===== src/rtl/lvds_word_align.sv =====
// Purpose: find the K28.5 comma in a bit-rotated 10-bit deserializer stream, lock to its offset, emit realigned words.
// Latency: one cycle from a valid input word to the aligned output word.
// Backpressure: none; din_vld gates every state update, and dout_vld is low on cycles after an invalid input.
module lvds_word_align #(
  parameter logic [9:0] COMMA_P  = 10'b0011111010,
  parameter logic [9:0] COMMA_N  = 10'b1100000101,
  parameter int         LOCK_CNT = 4,
  parameter int         MIS_MAX  = 3,
  parameter int         TIMEOUT  = 1023
) (
  input  logic        clk,
  input  logic        rst_n,
  input  logic [9:0]  din,
  input  logic        din_vld,
  output logic [9:0]  dout,
  output logic        dout_vld,
  output logic        locked,
  output logic [3:0]  offset,
  output logic [15:0] err_cnt
);

  typedef enum logic [1:0] {SEARCH, VERIFY, LOCKED} state_t;

  state_t      state_q;
  logic [9:0]  prev_q;
  logic [9:0]  dout_q;
  logic        dout_vld_q;
  logic        locked_q;
  logic [3:0]  offset_q;
  logic [15:0] err_q;
  logic [3:0]  hits_q;
  logic [3:0]  mis_q;
  logic [15:0] tmo_q;

  // The top bit of the 20-bit window is never part of any candidate, so it is not built.
  logic [18:0] win;
  logic [9:0]  cand [10];
  logic [9:0]  match;
  logic [3:0]  first_k;
  logic        any_match;
  logic        at_off;
  logic [9:0]  cand_off;
  logic [3:0]  hits_inc;
  logic [3:0]  mis_inc;
  logic [16:0] tmo_inc;
  logic        tmo_hit;
  logic        lock_drop;

  // Comma search across all ten bit offsets of the previous+current word window.
  always_comb begin
    win = {din[8:0], prev_q};
    match = '0;
    first_k = 4'd0;
    for (int k = 0; k < 10; k++) begin
      cand[k] = win[k +: 10];
      match[k] = (cand[k] == COMMA_P) || (cand[k] == COMMA_N);
    end
    for (int k = 9; k >= 0; k--) begin
      if (match[k]) first_k = 4'(k);
    end
    any_match = |match;
    at_off    = match[offset_q];
    cand_off  = cand[offset_q];
    hits_inc  = hits_q + 4'd1;
    mis_inc   = mis_q + 4'd1;
    tmo_inc   = {1'b0, tmo_q} + 17'd1;
    tmo_hit   = (tmo_inc == 17'(TIMEOUT));
    // A comma at the locked offset always wins over foreign matches in the same window.
    lock_drop = !at_off && ((any_match && (mis_inc == 4'(MIS_MAX))) || tmo_hit);
  end

  // Alignment FSM with registered data path and status outputs.
  always_ff @(posedge clk) begin
    if (!rst_n) begin
      state_q    <= SEARCH;
      prev_q     <= '0;
      dout_q     <= '0;
      dout_vld_q <= 1'b0;
      locked_q   <= 1'b0;
      offset_q   <= '0;
      err_q      <= '0;
      hits_q     <= '0;
      mis_q      <= '0;
      tmo_q      <= '0;
    end else if (!din_vld) begin
      dout_vld_q <= 1'b0;
    end else begin
      prev_q     <= din;
      dout_q     <= cand_off;
      dout_vld_q <= (state_q == LOCKED);
      case (state_q)
        SEARCH: begin
          if (any_match) begin
            offset_q <= first_k;
            hits_q   <= 4'd1;
            tmo_q    <= '0;
            state_q  <= VERIFY;
          end
        end
        VERIFY: begin
          if (at_off) begin
            hits_q <= hits_inc;
            tmo_q  <= '0;
            if (hits_inc == 4'(LOCK_CNT)) begin
              state_q  <= LOCKED;
              locked_q <= 1'b1;
              mis_q    <= '0;
            end
          end else if (any_match) begin
            offset_q <= first_k;
            hits_q   <= 4'd1;
            tmo_q    <= '0;
          end else if (tmo_hit) begin
            state_q <= SEARCH;
            tmo_q   <= '0;
          end else begin
            tmo_q <= tmo_inc[15:0];
          end
        end
        LOCKED: begin
          if (at_off) begin
            tmo_q <= '0;
            mis_q <= '0;
          end else if (lock_drop) begin
            // Offset keeps its last value so the debug view shows where lock was lost.
            state_q  <= SEARCH;
            locked_q <= 1'b0;
            tmo_q    <= '0;
            mis_q    <= '0;
            if (err_q != 16'hFFFF) err_q <= err_q + 16'd1;
          end else begin
            tmo_q <= tmo_inc[15:0];
            if (any_match) mis_q <= mis_inc;
          end
        end
        default: state_q <= SEARCH;
      endcase
    end
  end

  assign dout     = dout_q;
  assign dout_vld = dout_vld_q;
  assign locked   = locked_q;
  assign offset   = offset_q;
  assign err_cnt  = err_q;

endmodule


===== config.mk =====
export PLATFORM = sky130hd
export DESIGN_NAME = lvds_word_align
export DESIGN_NICKNAME = d
export VERILOG_FILES = /design/src/rtl/lvds_word_align.sv
export SDC_FILE = /design/constraint.sdc
export NUM_CORES = 1
export LEC_CHECK = 0
export CAP_MARGIN = 25
export CORE_MARGIN = 10
export CORE_UTILIZATION = 61
export CTS_CLUSTER_DIAMETER = 40
export DETAILED_ROUTE_END_ITERATION = 10
export PLACE_DENSITY = 0.95
export SLEW_MARGIN = 20
export SYNTH_ARGS = -nofsm -noshare
export SYNTH_HDL_FRONTEND = slang
export SYNTH_SLANG_ARGS = --single-unit

===== constraint.sdc =====
create_clock -name clk -period 4.5 [get_ports clk]
set_input_delay 0.45 -clock clk [delete_from_list [all_inputs] [get_ports clk]]
set_output_delay 0.45 -clock clk [all_outputs]
set_load 0.01 [all_outputs]

# After elaboration in Yosys (flattened, before gate mapping)
# Index checks and enable logic that the tools add are counted.
# W data, S select, Z words.
# word_totals
regBits,68
latch_bits,0
ramBits,0
rom_bits,0
output_inout_bits,32
elab_cells,128
memories,0
# classes
add_sub_neg,4
mul,0
div,0
order_cmp,2
n_eq_ne,36
shifts,0
muxes,47
n_bitwise,2
n_reduce_logical,27
# op_table
op,n
$eq A10 B10 Y1 const B,10
$eq A10 B8 Y1 const B,10
$mux W16,6
$mux W4,19
$pmux W16 S3,1
$bmux W10 S4,1
$pmux W4 S2,3
$mux W10,2
$add A16 B1 Y17 const B,1
$eq A17 B10 Y1 const B,1
$add A16 B1 Y16 const B,1
$ne A16 B16 Y1 const B,1
$mux W2,7
$ne A2 B2 Y1 const B,6
$logic_or A1 B1 Y1,11
$reduce_and A5 Y1,2
$reduce_or A10 Y1,1
$ne A3 B3 Y1 const B,3
$add A4 B1 Y4 const B,2
$reduce_and A7 Y1,1
$pmux W2 S3,1
$reduce_and A3 Y1,2
$reduce_and A6 Y1,1
$ge A5 B5 Y1 const B,1
other kinds (17),24

# Longest topological paths before layout
# Gate-level depths: netlist of run 1.
# depth
word_depth,15
mapped_depth,12
depth_no_buf,11

# Worst setup path after synthesis of run 1
# OpenSTA, ideal clock, no wires.
# synth_path
path_type,input -> register
startpoint,in din[4]
endpoint,reg tmo_q[14]
setup_ps,74
arrival_time_ps,3034
t_required_ps,4426
setup_slack_ps,1392
cell_stages,10
cell_sequence,clkbuf_1 > or3b_2 > or4_4 > and4_4 > nand3_4 > nor3_4 > a211o_1 > buf_6 > or4_1 > a31oi_1
# synth_between
elab_chain_cells,9
# synth_lines
item,line,source
"start, declared",13,"input logic [9:0] din,"
$eq A10 B8 Y1 or $eq A10 B10 Y1 (tied branches),56,match[k] = (cand[k] == COMMA_P) || (cand[k] == COMMA_N);
$logic_or A1 B1 Y1,56,
$bmux W1 S4 or $reduce_or A10 Y1 (tied branches),"62, 61",
$mux W1 (implied by the code) or $logic_and A1 B1 Y1 (tied branches),"62, 69",
$logic_not A1 Y1 or $logic_or A1 B1 Y1 (tied branches),69,lock_drop = !at_off && ((any_match && (mis_inc == 4'(MIS_MAX))) || tmo_hit);
$logic_and A1 B1 Y1,69,
$mux W16,124,end else if (lock_drop) begin
$mux W16,121,if (at_off) begin
$pmux W16 S3,91,case (state_q)
"end signal, assigned",117,tmo_q <= tmo_inc[15:0];
"end signal, assigned",132,tmo_q <= tmo_inc[15:0];
"end, declared",33,logic [15:0] tmo_q;
# Several ways; a longest one is shown, not always the timed one. The select of a mux whose other input is x is not followed.
# A chain may end at the register's enable or synchronous reset.

# Worst setup path after layout of run 1
# layout_path
startpoint,in din[1]
endpoint,reg tmo_q[14]
# Same word-level chain as after synthesis.

==> results.json, run 1 <==
{
  "regToRegSetupSlack_ps": 910,
  "die-width_um": 108,
  "hold_viol": 0,
  "drtAntennaViolNets": 0,
  "num_antenna_cells": 0,
  "cts_num_sinks": 68,
  "ios": 45,
  "reg2reg_to": "tmo_q[1]",
  "worst_hold_path.num_cells": 2,
  "tightest_slew_ps": 980,
  "fin_hold_ws_ps": 496,
  "slew_violations": 0,
  "cp_data_required_time_ps": 4760,
  "cts.clk_slew.worst_paths_ps": 90,
  "cp-end-kind": "flop",
  "powerDensity_nw_per_um2": 251,
  "ir_drop_mv": 0.148,
  "finalSetupTns_ps": 0,
  "period_share_pct": 82.3,
  "vias": 4803,
  "netlist_instances": 597,
  "area_growth_pct": 14.5,
  "grt_usage_pct": 22.0,
  "relSlewSlack_pct": 34.6,
  "htree_levels": 3,
  "period_needed_ps": 3700,
  "setup_viol": 0,
  "cts_tree": "yes",
  "die_height_um": 108,
  "avgSynthCellArea_um2": 7.88,
  "rsz0062_at_grt": "no",
  "final_common_cell": "dfxtp_1",
  "ys_warn_count": 0,
  "routedWlPerCell_um": 18.1,
  "crit_path_start_kind": "input port",
  "cp_data_arrival_time_ps": 3970,
  "crit_start": "din[1]",
  "reg2regPathDepth": 9,
  "synth_area_um2": 4710,
  "nets": 641,
  "maxCapViolations": 0,
  "drive_gt1_share_pct": 8.03,
  "finalClockSkew_ps": 13.8,
  "post-dp-hpwl_um": 9020,
  "route.detailed.drc": 0,
  "fill_cells": 555,
  "grt_max_degree": 54,
  "core_um2": 7370,
  "worstHoldPathType": "reg -> reg",
  "ys.flop_type": "dfxtp_1",
  "numCtsBuffers": 9,
  "drt_wl_total_um": 13000,
  "post-route-util_pct": 73.1,
  "outcome": "finished clean",
  "synth.distinct_cells": 75,
  "critical_path_class": "in -> reg",
  "drtIter0Drc": 293,
  "design.die.area_um2": 11600,
  "grt_overflow": 0,
  "max_freq_mhz": 270,
  "clk_latency_ps": 360,
  "syn-num-nets": 620,
  "final_cell_mix": "68 x dfxtp_1, 67 x nand2_1, 53 x nor2_1",
  "cts_setup_buffers": 0,
  "cp_max_fo": 14,
  "ys_seq_area_share_pct": 28.9,
  "cts_buffer_depth": 2,
  "async_flop_share_pct": 0,
  "grt_antenna_before_repair": 0,
  "leakagePower_nw": 1.89,
  "holdBufCountCts": 0,
  "portBuffers": 44,
  "grt_pass1_vias": 4363,
  "dr.pass1.iters": 7,
  "cts_root_buffer": "clkbuf_8",
  "gp_congestion": 0.981,
  "cts-resized-gates": 0,
  "yosys_register_bits": 68,
  "grt_pass1_wl_um": 21600,
  "synth_edf_count": 0,
  "endpoint": "tmo_q[14]",
  "initial_core_util_pct": 63.9,
  "rr_startpoint": "prev_q[9]",
  "vias_per_cell": 6.65,
  "row_count": 31
}
## synth_stat cells (6+ instances only)
| cell type | n | share of area, % |
|---|---|---|
| ha_1 | 10 | 2.7 |
| a21oi_1 | 30 | 3.2 |
| nand4_1 | 20 | 2.7 |
| nor2b_1 | 6 | 0.80 |
| mux2i_1 | 50 | 11 |
| buf_1 | 7 | 0.56 |
| nand2_1 | 67 | 5.3 |
| and3_1 | 7 | 0.93 |
| or3_1 | 7 | 0.93 |
| a31oi_1 | 8 | 1.1 |
| nor4_1 | 9 | 1.2 |
| o221ai_1 | 10 | 1.9 |
| nand2b_1 | 13 | 1.7 |
| nor3_1 | 10 | 1.1 |
| nand3_1 | 28 | 3.0 |
| or4_1 | 14 | 2.2 |
| dfxtp_1 | 68 | 29 |
| clkbuf_1 | 30 | 2.4 |
| inv_1 | 10 | 0.80 |
| o21ai_0 | 25 | 2.7 |
| nor2_1 | 53 | 4.2 |
## per-layer routing
metal	part of all wire, %	global-route usage, %	routed length, um
met5	0	0	0
met4	2.3	8.21	301
met3	8.2	5.45	1080
met2	46	34.3	6030
met1	43	28.6	5640
## worst min path at each step
stage | end | slack, ps | start
global placement | hits_q[2] | 470 | hits_q[2]
CTS | locked | 500 | locked
global route | err_cnt[5] | 510 | err_cnt[5]
finish | err_cnt[5] | 500 | err_cnt[5]
floorplan | hits_q[2] | 450 | hits_q[2]
detailed placement | locked | 480 | locked
## logic make-up after synthesis
kind of cell | synth area share (%)
AOI/OAI and AO/OA | 16.9
and+or+nand+nor | 33.8
DFF | 28.9
xor gates and xnor gates | 0.931
muxes | 11.8
adders and majority gates | 2.66
buffers and inverters | 4.92
## report_power, final
group          total, mW  leakage (nW)  switching [mW]  internal, mW
Sequential         0.630         0.552          0.0181         0.612
Clock              0.597         0.117           0.274         0.323
Combinational      0.126          1.22          0.0712        0.0543
## state kept, by name, indices dropped and copies added (netlist names), 2 cells and up
name / flops
mis_q: 4
state_q: 2
offset: 4
prev_q: 10
dout: 10
hits_q: 4
tmo_q: 16
err_cnt: 16
## cell type report
type / count / area, um^2 / share of cell area, %
sequential: 68 / 1360 / 25.3
clock inverter: 7 / 106 / 1.97
clock buffer: 9 / 124 / 2.30
multi-input combinational: 473 / 3110 / 57.8
timing repair buffer: 54 / 515 / 9.57
tap: 99 / 124 / 2.30
inverter: 12 / 45.0 / 0.836
## worst max-delay path, stage by stage
cell and delay (ps):
clkdlybuf4s50_1 770, nand4bb_1 200, or4_1 140, a21oi_1 60, a2111oi_0 490, nand4b_1 430
and3b_1 420, nand3_1 270, or4_1 540, a31oi_1 170
## metrics by stage
step | cell area (um^2) | setup WS, ps | total power, mW | std cells
floorplan | 4710 | 1390 | 0.716 | 597
global placement | 5160 | 584 | 0.761 | 706
detailed placement | 5160 | 501 | 0.767 | 706
CTS | 5390 | 858 | 1.35 | 722
global route | 5390 | 530 | 1.40 | 722
finish | 5390 | 797 | 1.35 | 722
Note: power is estimated with default switching activity, not from simulation.
==> inputs of run 2 (changes only) <==
--- a/config.mk
+++ b/config.mk
@@ -7,10 +7,10 @@
 export LEC_CHECK = 0
 export CAP_MARGIN = 25
 export CORE_MARGIN = 10
-export CORE_UTILIZATION = 61
+export CORE_UTILIZATION = 58
 export CTS_CLUSTER_DIAMETER = 40
 export DETAILED_ROUTE_END_ITERATION = 10
-export PLACE_DENSITY = 0.95
+export PLACE_DENSITY = 0.92
 export SLEW_MARGIN = 20
 export SYNTH_ARGS = -nofsm -noshare
 export SYNTH_HDL_FRONTEND = slang
==> constraint.sdc (replaced) <==
create_clock -name clk -period 3.5 [get_ports clk]
set_input_delay 0.35 -clock clk [delete_from_list [all_inputs] [get_ports clk]]
set_output_delay 0.35 -clock clk [all_outputs]
set_load 0.01 [all_outputs]
==> results.json, run 2 (synthesis results as in run 1) <==
{
  "worstHoldPathType": "reg -> reg",
  "area_growth_pct": 19.5,
  "maxCapViolations": 0,
  "vias_per_cell": 6.50,
  "cp_data_required_time_ps": 3790,
  "final_common_cell": "nand2_1",
  "post-dp-hpwl_um": 9610,
  "dr.pass1.iters": 6,
  "met3_length_um": 1130,
  "grt_antenna_before_repair": 0,
  "grt_pass1_wl_um": 22600,
  "die_height_um": 110,
  "period_share_pct": 94.8,
  "wl_met1_um": 5490,
  "cts_num_sinks": 68,
  "grt_usage_pct": 22.5,
  "core_um2": 7810,
  "drtIter0Drc": 405,
  "hold_viol": 0,
  "grt_overflow": 0,
  "cp_max_fo": 7,
  "routed.top_layer": "met4",
  "grt_pass1_vias": 4618,
  "finalClockSkew_ps": 10.7,
  "clk_latency_ps": 360,
  "rsz0062_at_grt": "no",
  "routedWlPerCell_um": 17.7,
  "relSlewSlack_pct": 57.7,
  "drtAntennaViolNets": 0,
  "outcome": "finished clean",
  "cts.clk_slew.worst_paths_ps": 80,
  "final_cell_mix": "67 x nand2_1, 65 x dfxtp_1, 53 x nor2_1",
  "num_antenna_cells": 0,
  "crit_path_start_kind": "flop",
  "gp_congestion": 0.909,
  "max_freq_mhz": 301,
  "critical_path_class": "reg -> reg",
  "powerDensity_nw_per_um2": 297,
  "vias": 4920,
  "grt_max_degree": 41,
  "period_needed_ps": 3320,
  "tightest_slew_ps": 619,
  "numCtsBuffers": 9,
  "portBuffers": 44,
  "cts_buffer_depth": 2,
  "setup_viol": 0,
  "route.detailed.drc": 0,
  "ir_drop_mv": 0.202,
  "cts_root_buffer": "clkbuf_8",
  "initial_core_util_pct": 60.3,
  "nets": 673,
  "cts_tree": "yes",
  "fin_hold_ws_ps": 493,
  "p_total_mw": 1.67,
  "htree_levels": 3,
  "cp_data_arrival_time_ps": 3610,
  "cp-end-kind": "flop",
  "design.die.area_um2": 12100,
  "slew_violations": 0,
  "row_count": 32,
  "leakagePower_nw": 2.03,
  "wl_met2_um": 6490,
  "drive_gt1_share_pct": 13.3,
  "die-width_um": 110,
  "ios": 45,
  "drt_wl_total_um": 13400
}
## run 2: cell count changes in the layout (fill, tap and decap cells not counted), sizes merged
cell | previous run | this run
buf | 10 | 42
bufinv | 2 | 1
clkinvlp | 0 | 1
## run 2: worst paths after layout
| kind | end | start | slack, ps | cells past startpoint |
|---|---|---|---|---|
| worst max-delay path | tmo_q[6] | tmo_q[0] | 180 | 12 |
| worst min-delay path | err_cnt[8] | err_cnt[8] | 490 | 2 |
| worst max register to register | tmo_q[6] | tmo_q[0] | 180 | 12 |
| worst min register to register | err_cnt[8] | err_cnt[8] | 490 | 2 |
## run 2: power by group
group	leakage [nW]	internal, mW	switching [mW]
Clock	0.101	0.340	0.346
Combinational	1.37	0.0815	0.0926
Sequential	0.553	0.788	0.0239
## run 2: worst max-delay path, stage by stage, from the launching register on
cell,delay (ps)
dfxtp_1,440
ha_1,280
nand4_1,200
nor4_1,290
buf_4,200
mux2i_1,90
o211ai_1,150
a21boi_0,300
and3b_1,310
nand3_2,190
buf_4,190
or4_1,470
a21oi_1,140
## run 2: layout make-up
cell class                      count  area, um^2
Timing Repair Buffer               86         756
Clock buffer                        9         124
Inverter                           12        45.0
Multi-Input combinational cell    473        3130
Tap cell                          102         128
Sequential cell                    68        1370
Clock inverter                      7        81.3
Fill cell                         608        2180
## run 2: metrics by stage
stage	setup slack [ps]	setup TNS (ps)	util (%)	std cells	area [um^2]
2_1_floorplan	492	0	-	597	4710
3_3_place_gp	-42.8	-283	69.2	741	5400
3_5_place_dp	-161	-1670	69.2	741	5400
4_1_cts	118	0	71.8	757	5610
5_1_grt	21.2	0	72.0	757	5620
6_report	182	0	72.0	757	5620
## run 2: what timing repair did
| action | 4_1_cts | 5_1_grt |
|---|---|---|
| hold buffers | 0 | 0 |
| buffers inserted | 0 | 0 |
| gates resized for setup | 0 | 7 |
| endpoints found under the setup margin | 0 | 21 |
## run 2: per-layer routing
layer	vias to the layer above	global-route usage, %
met1	2292	27.7
li1	2330	-
met2	257	37.5
met3	41	5.34
met4	0	8.18
met5	-	0
